--- src/rtl/shared_divider_if.sv ---
// ---------------------------------------------------------------------------
// shared_divider_if
//   Bundles the two client request/operand channels and the shared result
//   channel of shared_divider.
//
//   Client side (driven by the clients, read by the divider):
//     req0, dividend0, divisor0   client 0 level request and unsigned operands
//     req1, dividend1, divisor1   client 1 level request and unsigned operands
//   Result side (driven by the divider, read by the clients):
//     busy         division in progress (CALC and DONE)
//     ready        one-cycle pulse, quotient/remainder valid
//     select       client owning the current or most recent division
//     quotient     registered quotient
//     remainder    registered remainder
//     div_by_zero  set together with ready when the divisor was zero
//
//   Modports: master = client/requester side, slave = divider side.
// ---------------------------------------------------------------------------
interface shared_divider_if #(
  parameter int WIDTH = 16
);
  logic             req0;
  logic [WIDTH-1:0] dividend0;
  logic [WIDTH-1:0] divisor0;
  logic             req1;
  logic [WIDTH-1:0] dividend1;
  logic [WIDTH-1:0] divisor1;

  logic             busy;
  logic             ready;
  logic             select;
  logic [WIDTH-1:0] quotient;
  logic [WIDTH-1:0] remainder;
  logic             div_by_zero;

  modport master (
    output req0, dividend0, divisor0,
    output req1, dividend1, divisor1,
    input  busy, ready, select, quotient, remainder, div_by_zero
  );

  modport slave (
    input  req0, dividend0, divisor0,
    input  req1, dividend1, divisor1,
    output busy, ready, select, quotient, remainder, div_by_zero
  );
endinterface

--- src/rtl/shared_divider.sv ---
// ---------------------------------------------------------------------------
// shared_divider
//   One restoring unsigned divider shared by two clients with round-robin
//   arbitration. One quotient bit is produced per cycle, MSB first, so a
//   division takes WIDTH CALC cycles followed by one DONE cycle carrying the
//   ready pulse.
//
//   Ports:
//     clk  rising-edge clock for all state
//     rst  asynchronous, active-high reset (aborts any division in flight)
//     bus  shared_divider_if.slave: client requests/operands in, results out
//
//   All outputs are registered.
// ---------------------------------------------------------------------------
module shared_divider #(
  parameter int WIDTH = 16
) (
  input  logic            clk,
  input  logic            rst,
  shared_divider_if.slave bus
);

  localparam int CW = (WIDTH > 1) ? $clog2(WIDTH) : 1;
  localparam logic [CW-1:0] LAST_STEP = CW'(WIDTH - 1);

  typedef enum logic [1:0] {
    IDLE = 2'd0,
    CALC = 2'd1,
    DONE = 2'd2
  } state_t;

  state_t           state_reg;
  logic             last_grant_reg;
  logic             select_reg;
  logic             busy_reg;
  logic             ready_reg;
  logic             div_by_zero_reg;
  logic [WIDTH-1:0] dividend_reg;
  logic [WIDTH-1:0] divisor_reg;
  logic [WIDTH-1:0] quo_work_reg;   // dividend bits shift out, quotient bits shift in
  logic [WIDTH:0]   rem_work_reg;   // partial remainder, one guard bit
  logic [CW-1:0]    count_reg;
  logic [WIDTH-1:0] quotient_reg;
  logic [WIDTH-1:0] remainder_reg;

  logic             grant_next;
  logic [WIDTH-1:0] dividend_next;
  logic [WIDTH-1:0] divisor_next;
  logic [WIDTH:0]   trial;
  logic             fits;
  logic [WIDTH:0]   rem_next;
  logic [WIDTH-1:0] quo_next;

  // Arbitration: a lone requester wins; on a tie the client not served last wins.
  always_comb begin
    grant_next = 1'b0;
    if (bus.req0 && bus.req1) begin
      grant_next = ~last_grant_reg;
    end else begin
      grant_next = bus.req1;
    end
    dividend_next = grant_next ? bus.dividend1 : bus.dividend0;
    divisor_next  = grant_next ? bus.divisor1  : bus.divisor0;
  end

  // One restoring step: bring down the next dividend bit, subtract if it fits.
  always_comb begin
    trial    = (rem_work_reg << 1) | {{WIDTH{1'b0}}, quo_work_reg[WIDTH-1]};
    fits     = (trial >= {1'b0, divisor_reg});
    rem_next = fits ? (trial - {1'b0, divisor_reg}) : trial;
    quo_next = {quo_work_reg[WIDTH-2:0], fits};
  end

  always_ff @(posedge clk or posedge rst) begin
    if (rst) begin
      state_reg       <= IDLE;
      last_grant_reg  <= 1'b1;
      select_reg      <= 1'b0;
      busy_reg        <= 1'b0;
      ready_reg       <= 1'b0;
      div_by_zero_reg <= 1'b0;
      dividend_reg    <= '0;
      divisor_reg     <= '0;
      quo_work_reg    <= '0;
      rem_work_reg    <= '0;
      count_reg       <= '0;
      quotient_reg    <= '0;
      remainder_reg   <= '0;
    end else begin
      case (state_reg)
        IDLE: begin
          busy_reg  <= 1'b0;
          ready_reg <= 1'b0;
          if (bus.req0 || bus.req1) begin
            select_reg      <= grant_next;
            last_grant_reg  <= grant_next;
            dividend_reg    <= dividend_next;
            divisor_reg     <= divisor_next;
            quo_work_reg    <= dividend_next;
            rem_work_reg    <= '0;
            count_reg       <= '0;
            div_by_zero_reg <= 1'b0;
            busy_reg        <= 1'b1;
            state_reg       <= CALC;
          end
        end

        CALC: begin
          busy_reg     <= 1'b1;
          rem_work_reg <= rem_next;
          quo_work_reg <= quo_next;
          count_reg    <= count_reg + CW'(1);
          if (count_reg == LAST_STEP) begin
            // Final step: publish the result straight from this step's output.
            state_reg <= DONE;
            ready_reg <= 1'b1;
            if (divisor_reg == '0) begin
              quotient_reg    <= '1;
              remainder_reg   <= dividend_reg;
              div_by_zero_reg <= 1'b1;
            end else begin
              quotient_reg    <= quo_next;
              remainder_reg   <= WIDTH'(rem_next);
              div_by_zero_reg <= 1'b0;
            end
          end
        end

        DONE: begin
          // Requests are not sampled here, forcing one idle cycle between jobs.
          busy_reg  <= 1'b0;
          ready_reg <= 1'b0;
          state_reg <= IDLE;
        end

        default: begin
          busy_reg  <= 1'b0;
          ready_reg <= 1'b0;
          state_reg <= IDLE;
        end
      endcase
    end
  end

  assign bus.busy        = busy_reg;
  assign bus.ready       = ready_reg;
  assign bus.select      = select_reg;
  assign bus.quotient    = quotient_reg;
  assign bus.remainder   = remainder_reg;
  assign bus.div_by_zero = div_by_zero_reg;

endmodule
--- src/flat_wrapper.sv ---
// flat-port wrapper written by rule: the top's interface ports become plain ports
module shared_divider_flat 
#(
  parameter int WIDTH = 16
)
  (clk, rst, bus_req0, bus_dividend0, bus_divisor0, bus_req1, bus_dividend1, bus_divisor1, bus_busy, bus_ready, bus_select, bus_quotient, bus_remainder, bus_div_by_zero);
  shared_divider_if #(.WIDTH(WIDTH)) bus_i ();
  input  logic clk;
  input  logic rst;
  input wire logic [$bits(bus_i.req0)-1:0] bus_req0;
  input wire logic [$bits(bus_i.dividend0)-1:0] bus_dividend0;
  input wire logic [$bits(bus_i.divisor0)-1:0] bus_divisor0;
  input wire logic [$bits(bus_i.req1)-1:0] bus_req1;
  input wire logic [$bits(bus_i.dividend1)-1:0] bus_dividend1;
  input wire logic [$bits(bus_i.divisor1)-1:0] bus_divisor1;
  output wire logic [$bits(bus_i.busy)-1:0] bus_busy;
  output wire logic [$bits(bus_i.ready)-1:0] bus_ready;
  output wire logic [$bits(bus_i.select)-1:0] bus_select;
  output wire logic [$bits(bus_i.quotient)-1:0] bus_quotient;
  output wire logic [$bits(bus_i.remainder)-1:0] bus_remainder;
  output wire logic [$bits(bus_i.div_by_zero)-1:0] bus_div_by_zero;
  assign bus_i.req0 = bus_req0;
  assign bus_i.dividend0 = bus_dividend0;
  assign bus_i.divisor0 = bus_divisor0;
  assign bus_i.req1 = bus_req1;
  assign bus_i.dividend1 = bus_dividend1;
  assign bus_i.divisor1 = bus_divisor1;
  assign bus_busy = bus_i.busy;
  assign bus_ready = bus_i.ready;
  assign bus_select = bus_i.select;
  assign bus_quotient = bus_i.quotient;
  assign bus_remainder = bus_i.remainder;
  assign bus_div_by_zero = bus_i.div_by_zero;
  shared_divider #(.WIDTH(WIDTH)) u_core (.clk(clk), .rst(rst), .bus(bus_i));
endmodule
--- config.mk ---
export PLATFORM = sky130hd
export DESIGN_NAME = shared_divider_flat
export DESIGN_NICKNAME = d
export VERILOG_FILES = /design/src/rtl/shared_divider_if.sv /design/src/rtl/shared_divider.sv /design/src/flat_wrapper.sv
export SDC_FILE = /design/constraint.sdc
export NUM_CORES = 1
export LEC_CHECK = 0
export CAP_MARGIN = 20
export CORE_MARGIN = 10
export CORE_UTILIZATION = 60
export DETAILED_ROUTE_END_ITERATION = 16
export DONT_BUFFER_PORTS = 1
export PLACE_DENSITY = 0.87
export REMOVE_ABC_BUFFERS = 1
export SLEW_MARGIN = 20
export SYNTH_ARGS = -nofsm -noshare
export SYNTH_HDL_FRONTEND = slang
export SYNTH_SLANG_ARGS = --single-unit
--- constraint.sdc ---
create_clock -name clk -period 4.2 [get_ports clk]
set_input_delay 0.63 -clock clk [delete_from_list [all_inputs] [get_ports clk]]
set_output_delay 0.63 -clock clk [all_outputs]
set_load 0.03 [all_outputs]
======== After elaboration in Yosys (flattened, before gate mapping) ========
Index checks and enable logic that the tools add are counted.
storage, ports and cells
  logic and storage cells ................. 55
  output and inout bits ................... 36
  bits in registers ....................... 107
cells by class
  muxes and demuxes ....................... 23
  equal/unequal tests ..................... 4
  magnitude comparators ................... 1
  reductions and logical operators ........ 10
  add/subtract/negate cells ............... 2
  bitwise gates (word level) .............. 2
operator list
  kind                   count
  $mux W16               7
  $pmux W16 S2           2
  $ge A17 B16 Y1         1
  $or A17 B1 Y17         1
  $logic_not A16 Y1      1
  $sub A16 B16 Y16       1
  $pmux W4 S2            1
  $reduce_and A2 Y1      4
  $mux W1                7
  $add A4 B1 Y4 const B  1
  $eq A4 B4 Y1 const B   1
  $mux W2                2
  $mux W4                1
  $ne A2 B1 Y1 const B   2
  $pmux W1 S2            2
  $pmux W2 S2            1
  $reduce_and A3 Y1      1
  $eq A2 B1 Y1 const B   1
  $logic_not A2 Y1       1
  $reduce_bool A2 Y1     1
  $logic_and A1 B1 Y1    1
  $logic_or A1 B1 Y1     1
  $not A1 Y1             1

======== Logic depth before layout (Yosys ltp) ========
Gate-level depths: netlist of the first run.
  depth after elaboration ................. 5
  depth in mapped cells ................... 12
  gate-level depth less buffers ........... 11

======== Worst setup path before layout of the first run ========
Ideal clock, no wire load.
  path type ............................... reg-to-reg
  start point ............................. register u_core.rem_work_reg[11]
  end point ............................... register u_core.remainder_reg[11], in the netlist u_core.bus.remainder[11]
  arrival time ............................ 2.345 ns
  setup slack ............................. 1.724 ns
  period minus slack after synthesis ...... 2.476 ns
  stages on the path, launching flop included .. 11
  required time ........................... 4.069 ns
  path through ............................ dfrtp_1 ha_1 a21o_1 a211o_1 nor3_1 o21a_1 buf_2 nand2_2 buf_2 a311oi_1 o21ai_0
on the way
  word-level cells in the longest chain between the ends .. 4
ends and longest elaborated chain
  item                      line                   source
  start: declaration        shared_divider.sv:41   logic [WIDTH:0] rem_work_reg;
  start signal: assignment  shared_divider.sv:110  rem_work_reg <= rem_next;
  $or A17 B1 Y17            shared_divider.sv:68   trial = (rem_work_reg << 1) | {{WIDTH{1'b0}}, quo_work_reg[WIDTH-1]};
  $ge A17 B16 Y1            shared_divider.sv:69   fits = (trial >= {1'b0, divisor_reg});
  $mux W16                  shared_divider.sv:70   rem_next = fits ? (trial - {1'b0, divisor_reg}) : trial;
  $mux W16                  shared_divider.sv:117  if (divisor_reg == '0) begin
  end signal: assignment    shared_divider.sv:119  remainder_reg <= dividend_reg;
  end signal: assignment    shared_divider.sv:123  remainder_reg <= WIDTH'(rem_next);
  end: declaration          shared_divider.sv:44   logic [WIDTH-1:0] remainder_reg;
Every way passes these cells.
A chain may end at the register's enable or synchronous reset.

======== Final worst setup path of the first run ========
  start point ............................. register u_core.rem_work_reg[11]
  end point ............................... register u_core.remainder_reg[5], in the netlist u_core.bus.remainder[5]
Same word-level chain as after synthesis.

==> results by group, run 1 <==
Clock network
  – Clock Latency Late Sink: 390 ps
  – Root Buffer: clkbuf_8
  – CTS tree: yes
  – Cts hold-fix bufs: 0
  – Post-CTS Setup Bufs: 0
  – Num CTS Buffers: 9
  – Resized Gates After CTS: 0
  – CTS Sinks: 107
  – Clock transition at path regs: 110 ps
  – CTS HTree Levels: 3
  – CTS max path bufs: 2

Global routing
  – GRT Overall Usage: 21.39%
  – Vias in the first global route: 4686
  – First-pass GRT wire length: 23210 microns
  – GRT overflow: 0
  – Largest net degree at the start of global routing: 51
  – Initial antenna violation count: 0

Floorplan
  – IO Pins: 104
  – Initial Util: 61.31%
  – Die X: 116.7 microns
  – Core box area: 9153 sq um
  – # rows: 35
  – Die ar.: 13620 sq um
  – Die Height: 116.7 microns

Worst setup path
  – WP data arrival: 3330 ps
  – Setup crit start kind: flop
  – Critical Path End Type: flop
  – Critical path type: reg -> reg
  – Critical path required time: 4460 ps
  – Critical path fanouts, max: 17

Yosys
  – Post-synthesis simple-gate area fraction: 18.71%
  – Synth top area share: 47.27%
  – Largest area contributor in the netlist: dfrtp_1
  – Main flop type after synthesis: dfrtp_1
  – Post-synthesis xor/xnor area fraction: 1.249%
  – Post-synthesis mux area share: 0.7804%
  – Main combinational cell family by area after synthesis: compound AO/OA/AOI/OAI gates
  – Complex-gate fraction of the synthesized area: 22.52%
  – Post-synth cell types: 56
  – Ranking of synthesized cells by area: dfrtp_1, nand2_1, o21ai_0, ha_1, o221a_2
  – Syn Area/Cell: 8.865 sq um
  – Synth Cell Area: 5612 sq um
  – Post-Synth Adder-Cell Area: 4.147%
  – Sequential fraction of the synthesis area: 47.74%
  – Gate Count Post-Synth: 633
  – Synth warn: 0
  – EDFF count, synth: 0
  – Ys async rst share: 100.0%
  – Number of synthesized register bits: 107

Placement
  – Dpl cells: 713
  – IO buf count: 0
  – DP HPWL: 10510 microns
  – Final GP Congestion: 0.8795

Cells and area
  – Syn-to-layout area delta: 4.370%
  – Diode count: 0
  – Nets: 699
  – Final cell count without fillers: 729
  – Share of layout cells above drive strength 1: 8.414%

Drt
  – Wire length per cell: 19.59 microns
  – Vias: 4651
  – Overall routed net length: 14280 microns
  – Drt first pass iters: 5
  – ANT nets after route: 0
  – Starting DRC count in detailed routing: 429
  – Vias per cell: 6.380
  – DRC viols: 0

Timing
  – Clock skew: 9.692 ps
  – Max-slew violation count: 0
  – Setup TNS: 0 ps
  – Slew at the pin with the worst max-slew slack: 878.3 ps
  – Rel. slew slack: 41.38%
  – Post-route minimum period: 3073 ps
  – RSZ-0062 raised after global routing: no
  – Final period util: 73.18%
  – Final setup viols: 0
  – Fmax: 0.3254 GHz
  – Fin. Hold Viols: 0

Flow run
  – Max-cap viol count: 0

Power and ir drop
  – Pwr/cell area: 972.3 nW/um^2
  – Worst vdd ir: 0.0003459 V
  – Leak Pwr: 2.621 nW

Min path
  – Worst min path class: in -> async

Outcome
  – Status: finished clean
[path summary, 6_finish.rpt]
kind                                    startpoint                 endpoint  slack (ps)  cells past startpoint
max in group asynchronous                      rst   u_core.quo_work_reg[9]        3180                      2
min reg2reg                 u_core.dividend_reg[8]   u_core.dividend_reg[8]         500                      1
max                        u_core.rem_work_reg[11]  u_core.bus.remainder[5]        1130                      8
max reg2reg                u_core.rem_work_reg[11]  u_core.bus.remainder[5]        1130                      8
min                                            rst   u_core.bus.quotient[1]         170                      1
min in group clk                  bus_divisor1[12]   u_core.divisor_reg[12]         370                      2
[routing by layer]
| metal | up-vias | global-route usage [%] | share of wire [%] |
|---|---|---|---|
| li1 | 2197 | - | - |
| met1 | 2229 | 27.63 | 43 |
| met2 | 205 | 35.10 | 47 |
| met3 | 20 | 5.290 | 8.7 |
| met4 | 0 | 5.519 | 1.3 |
| met5 | - | 0 | 0 |
[through the flow]
stage                     utilization, %  total power, W  cell area (sq um)  setup WS (ps)  hold WS, ps
final                              63.99        0.005695               5857           1127        173.3
after floorplan                        -        0.004297               5451         -324.3        450.1
after CTS                          63.95        0.005670               5853           1212        205.7
after detailed placement           61.82        0.005038               5658           1255        475.4
after global placement             61.82        0.004923               5658           1235        468.6
after global routing               63.99        0.006135               5857          981.3        214.0
[cell usage after synthesis, types with 6 or more instances]
library cell	n
dfrtp_1	106
ha_1	17
a211oi_1	9
nor2_1	36
a21o_1	9
nand2_1	134
o31ai_1	9
o21a_1	18
o22ai_1	6
o21ai_0	48
a21oi_1	23
nor3_1	20
a31oi_1	19
nand3_1	24
inv_1	29
clkbuf_1	32
o221a_2	15
[critical path: stages, from the launching register on]
cell      delay (ps)
dfrtp_1          450
ha_1             410
a21o_1           270
a211o_1          310
nor3_1           290
o21a_1           350
nand2_2          290
a211oi_1         440
o31ai_1          120
[layout make-up]
cell class              instances  area, sq um
repair buffers                  8        60.06
well taps                     111        138.9
inverters                      30        115.1
multi-input cells             457         2669
clock inverters                 6        57.56
flip-flops and latches        107         2679
clock buffers                  10        137.6
fillers                       770         3296
[report_power, final]
part | internal, W | total [W] | switching, W
clock | 0.000245 | 0.000632 | 0.000387
sequential | 0.00154 | 0.00224 | 0.000708
combinational | 0.00116 | 0.00282 | 0.00166
total | 0.00294 | 0.00569 | 0.00275
[cells in the final DEF, fill, tap and decap left out, types with 5 or more instances in the layout]
cell type and instances:
nor3_1 19, o21ai_0 48, o21a_1 18, a211oi_1 9, o31ai_1 9, o221a_2 15
nand3_1 24, nand2_1 133, o22ai_1 6, buf_4 8, nor4_1 5, a31oi_1 19
xor2_1 5, nor2_1 36, a21o_1 9, ha_1 17, a21oi_1 23, dfrtp_1 106
inv_1 28, clkbuf_8 10
[cell families after synthesis]
kind of cell,after synthesis
simple gates,244
compound gates,183
flops,107
buf+inv,69
fa+ha+maj,18
xor+xnor,8
mux,4
No activity file was read; power rests on OpenSTA's default activity.
==> run 2, diff against run 1 <==
- clock period: 4.2 -> 3.05 ns (I/O delays scaled with it)
==> run 2 against run 1 <==
Effect of this change: first-iteration DRC count increased by 0.23%; sequential share of layout area decreased by 0.33 points; largest power group unchanged; highest routed layer unchanged; critical path depth increased by 3; clock skew increased by 4.3 ps; die area unchanged; core utilization increased by 0.46 points; register-to-register slack got worse by 860 ps; non-clock buffer count increased by 9; clock-buffer cell count decreased by 1; maximum frequency increased by 10%; global-route usage increased by 0.16 points.
==> results by group, run 2 (synthesis results as in run 1) <==
Worst setup path
  – Critical path capture point: u_core.bus.remainder[14]
  – R2R Path End: u_core.bus.remainder[14]
  – Setup crit start kind: flop
  – Crit path from: u_core.quo_work_reg[15]
  – Slowest-stage cell, CP: dfrtp_1
  – Register-to-Register Path Depth: 11 (+3)
  – R2r startpoint: u_core.quo_work_reg[15]
  – Largest stage delay, worst path: 420 ps (-30 ps)
  – Critical-path cell list: inv_1 -> ha_1 -> inv_1 -> fa_1 -> a211oi_1 -> o21ai_0 -> a31o_2 -> o41ai_1 -> xnor2_1 -> a211oi_1 -> o21ai_0
  – Critical path required time: 3300 ps (-1160 ps)
  – R2R Setup Slk: 270 ps (-860 ps)
  – Critical Path End Type: flop
  – Critical path fanouts, max: 3 (-14)
  – WP data arrival: 3030 ps (-300 ps)
  – Critical path type: reg -> reg

Power and ir drop
  – Combinational Power Share: 50.1% (+0.6 points)
  – Leak Pwr: 2.652 nW (+1.2%)
  – Worst vdd ir: 0.0006128 V (+77%)
  – Int Pwr: 0.004026 W (+37%)
  – Clk pwr share: 10.3% (-0.8 points)
  – Sw Share: 48.26% (-0.074 points)
  – Pwr/cell area: 1319 nW/um^2 (+36%)
  – Sw power: 0.003756 W (+36%)
  – Reg power frac: 39.7% (+0.3 points)
  – Power Total: 0.007781 W (+37%)

Clock network
  – Root Buffer: clkbuf_8
  – Post-CTS Setup Bufs: 0 (unchanged)
  – Cts hold-fix bufs: 0 (unchanged)
  – CTS HTree Levels: 3 (unchanged)
  – Resized Gates After CTS: 0 (unchanged)
  – Clock Latency Late Sink: 370 ps (-20 ps)
  – Num CTS Buffers: 9 (unchanged)
  – CTS Sinks: 107 (unchanged)
  – CTS max path bufs: 2 (unchanged)
  – CTS tree: yes
  – Clock transition at path regs: 100 ps (about the same)

Timing
  – Rel. slew slack: 54.19% (+13 points)
  – Max-slew violation count: 0 (unchanged)
  – Fin. Hold Viols: 0 (unchanged)
  – Slew at the pin with the worst max-slew slack: 685.1 ps (-193.3 ps)
  – Fmax: 0.3592 GHz (+10%)
  – Clock skew: 13.97 ps (+4.276 ps)
  – Hold_ws: 60.40 ps (-112.9 ps)
  – RSZ-0062 raised after global routing: no
  – Final period util: 91.27% (+18 points)
  – Post-route minimum period: 2784 ps (-289.7 ps)
  – Final setup viols: 0 (unchanged)

Floorplan
  – # rows: 35 (unchanged)
  – Core box area: 9153 sq um (unchanged)
  – Die X: 116.7 microns (unchanged)
  – Die Height: 116.7 microns (unchanged)
  – Initial Util: 61.31% (unchanged)
  – Die ar.: 13620 sq um (unchanged)
  – IO Pins: 104 (unchanged)

Cells and area
  – Most frequent cells in the layout: nand2_1, dfrtp_1, o21ai_0, nor2_1, inv_1
  – Share of layout cells above drive strength 1: 9.265% (+0.85 points)
  – Syn-to-layout area delta: 5.128%
  – Nets: 708 (+1.3%)
  – Commonest non-fill, non-tap cell in the layout: nand2_1
  – Diode count: 0 (unchanged)

Global routing
  – First-pass GRT wire length: 23400 microns (+0.80%)
  – Vias in the first global route: 4622 (-1.4%)
  – GRT overflow: 0 (unchanged)
  – GRT Overall Usage: 21.54% (+0.16 points)
  – Largest net degree at the start of global routing: 57 (+12%)
  – Initial antenna violation count: 0 (unchanged)

Drt
  – Drt first pass iters: 5 (unchanged)
  – DRC viols: 0 (unchanged)
  – Wire length per cell: 19.45 microns (-0.69%)
  – Starting DRC count in detailed routing: 430 (+0.23%)
  – Vias: 4633 (-0.39%)
  – Vias per cell: 6.286 (-1.5%)
  – ANT nets after route: 0 (unchanged)
  – Overall routed net length: 14340 microns (+0.40%)

Placement
  – Final GP Congestion: 0.9688 (+10%)
  – DP HPWL: 11040 microns (+5.1%)
  – IO buf count: 0 (unchanged)

Outcome
  – Status: finished clean

Flow run
  – Max-cap viol count: 0 (unchanged)

Min path
  – Worst min path class: in -> async
run 2: cell types whose count changed in the layout (fill, tap and decap cells not counted):
| cell | delta |
|---|---|
| and2_2 | -1 |
| clkbuf_8 | -1 |
| inv_6 | +1 |
| clkinvlp_4 | +1 |
| clkinv_2 | +1 |
| clkinv_4 | -2 |
| buf_4 | +9 |
| nand2_1 | +1 |
| nand2_2 | -1 |
| and2_1 | +1 |
| inv_8 | -1 |
run 2: area by class of cell:
class | count | area (sq um)
repair buffers | 17 | 127.6
fillers | 767 | 3253
flip-flops and latches | 107 | 2679
clock buffers | 9 | 123.9
inverters | 30 | 115.1
multi-input cells | 457 | 2665
clock inverters | 6 | 50.05
well taps | 111 | 138.9
run 2: how the worst min path moves through the flow:
stage                        endpoint                start  slack [ps]  cells after the start
6_report       u_core.bus.quotient[3]                  rst          60                      1
5_1_grt        u_core.bus.quotient[1]                  rst          90                      1
4_1_cts        u_core.bus.quotient[1]                  rst          70                      1
3_5_place_dp   u_core.bus.quotient[1]                  rst         480                      1
3_3_place_gp   u_core.bus.quotient[1]                  rst         470                      1
2_1_floorplan     u_core.count_reg[3]  u_core.count_reg[3]         450                      1
run 2: per-layer routing:
layer	track usage, %	wire length, microns	vias to the layer above
met3	4.263	1145	16
met4	6.425	224	0
met1	28.80	6282	2185
met2	34.61	6685	209
li1	-	-	2223
met5	0	0	-
run 2: stage by stage:
stage	TNS, ps	cell area, sq um	utilization [%]	setup WS [ps]	cells
floorplan	-81450	5451	-	-1302	594
global placement	0	5725	62.56	322.2	722
detailed placement	0	5725	62.56	301.2	722
CTS	0	5899	64.46	286.1	737
global route	0	5899	64.46	24.59	737
finish	0	5899	64.46	266.4	737
run 2: critical path: cells and delay by family, from the launching register on:
family	cells	cell delay [ps]
xor+xnor	1	150
flops	1	420
buf+inv	2	120
compound gates	6	1420
fa+ha+maj	2	570
run 2: power groups by stage:
stage                     clock network, W  registers (W)  logic (W)
after floorplan                          0        0.00291    0.00301
after global placement                   0        0.00309    0.00371
after detailed placement                 0        0.00312    0.00384
after CTS                         0.000817        0.00309    0.00385
after global routing              0.000887        0.00317    0.00437
final                             0.000800        0.00309    0.00390
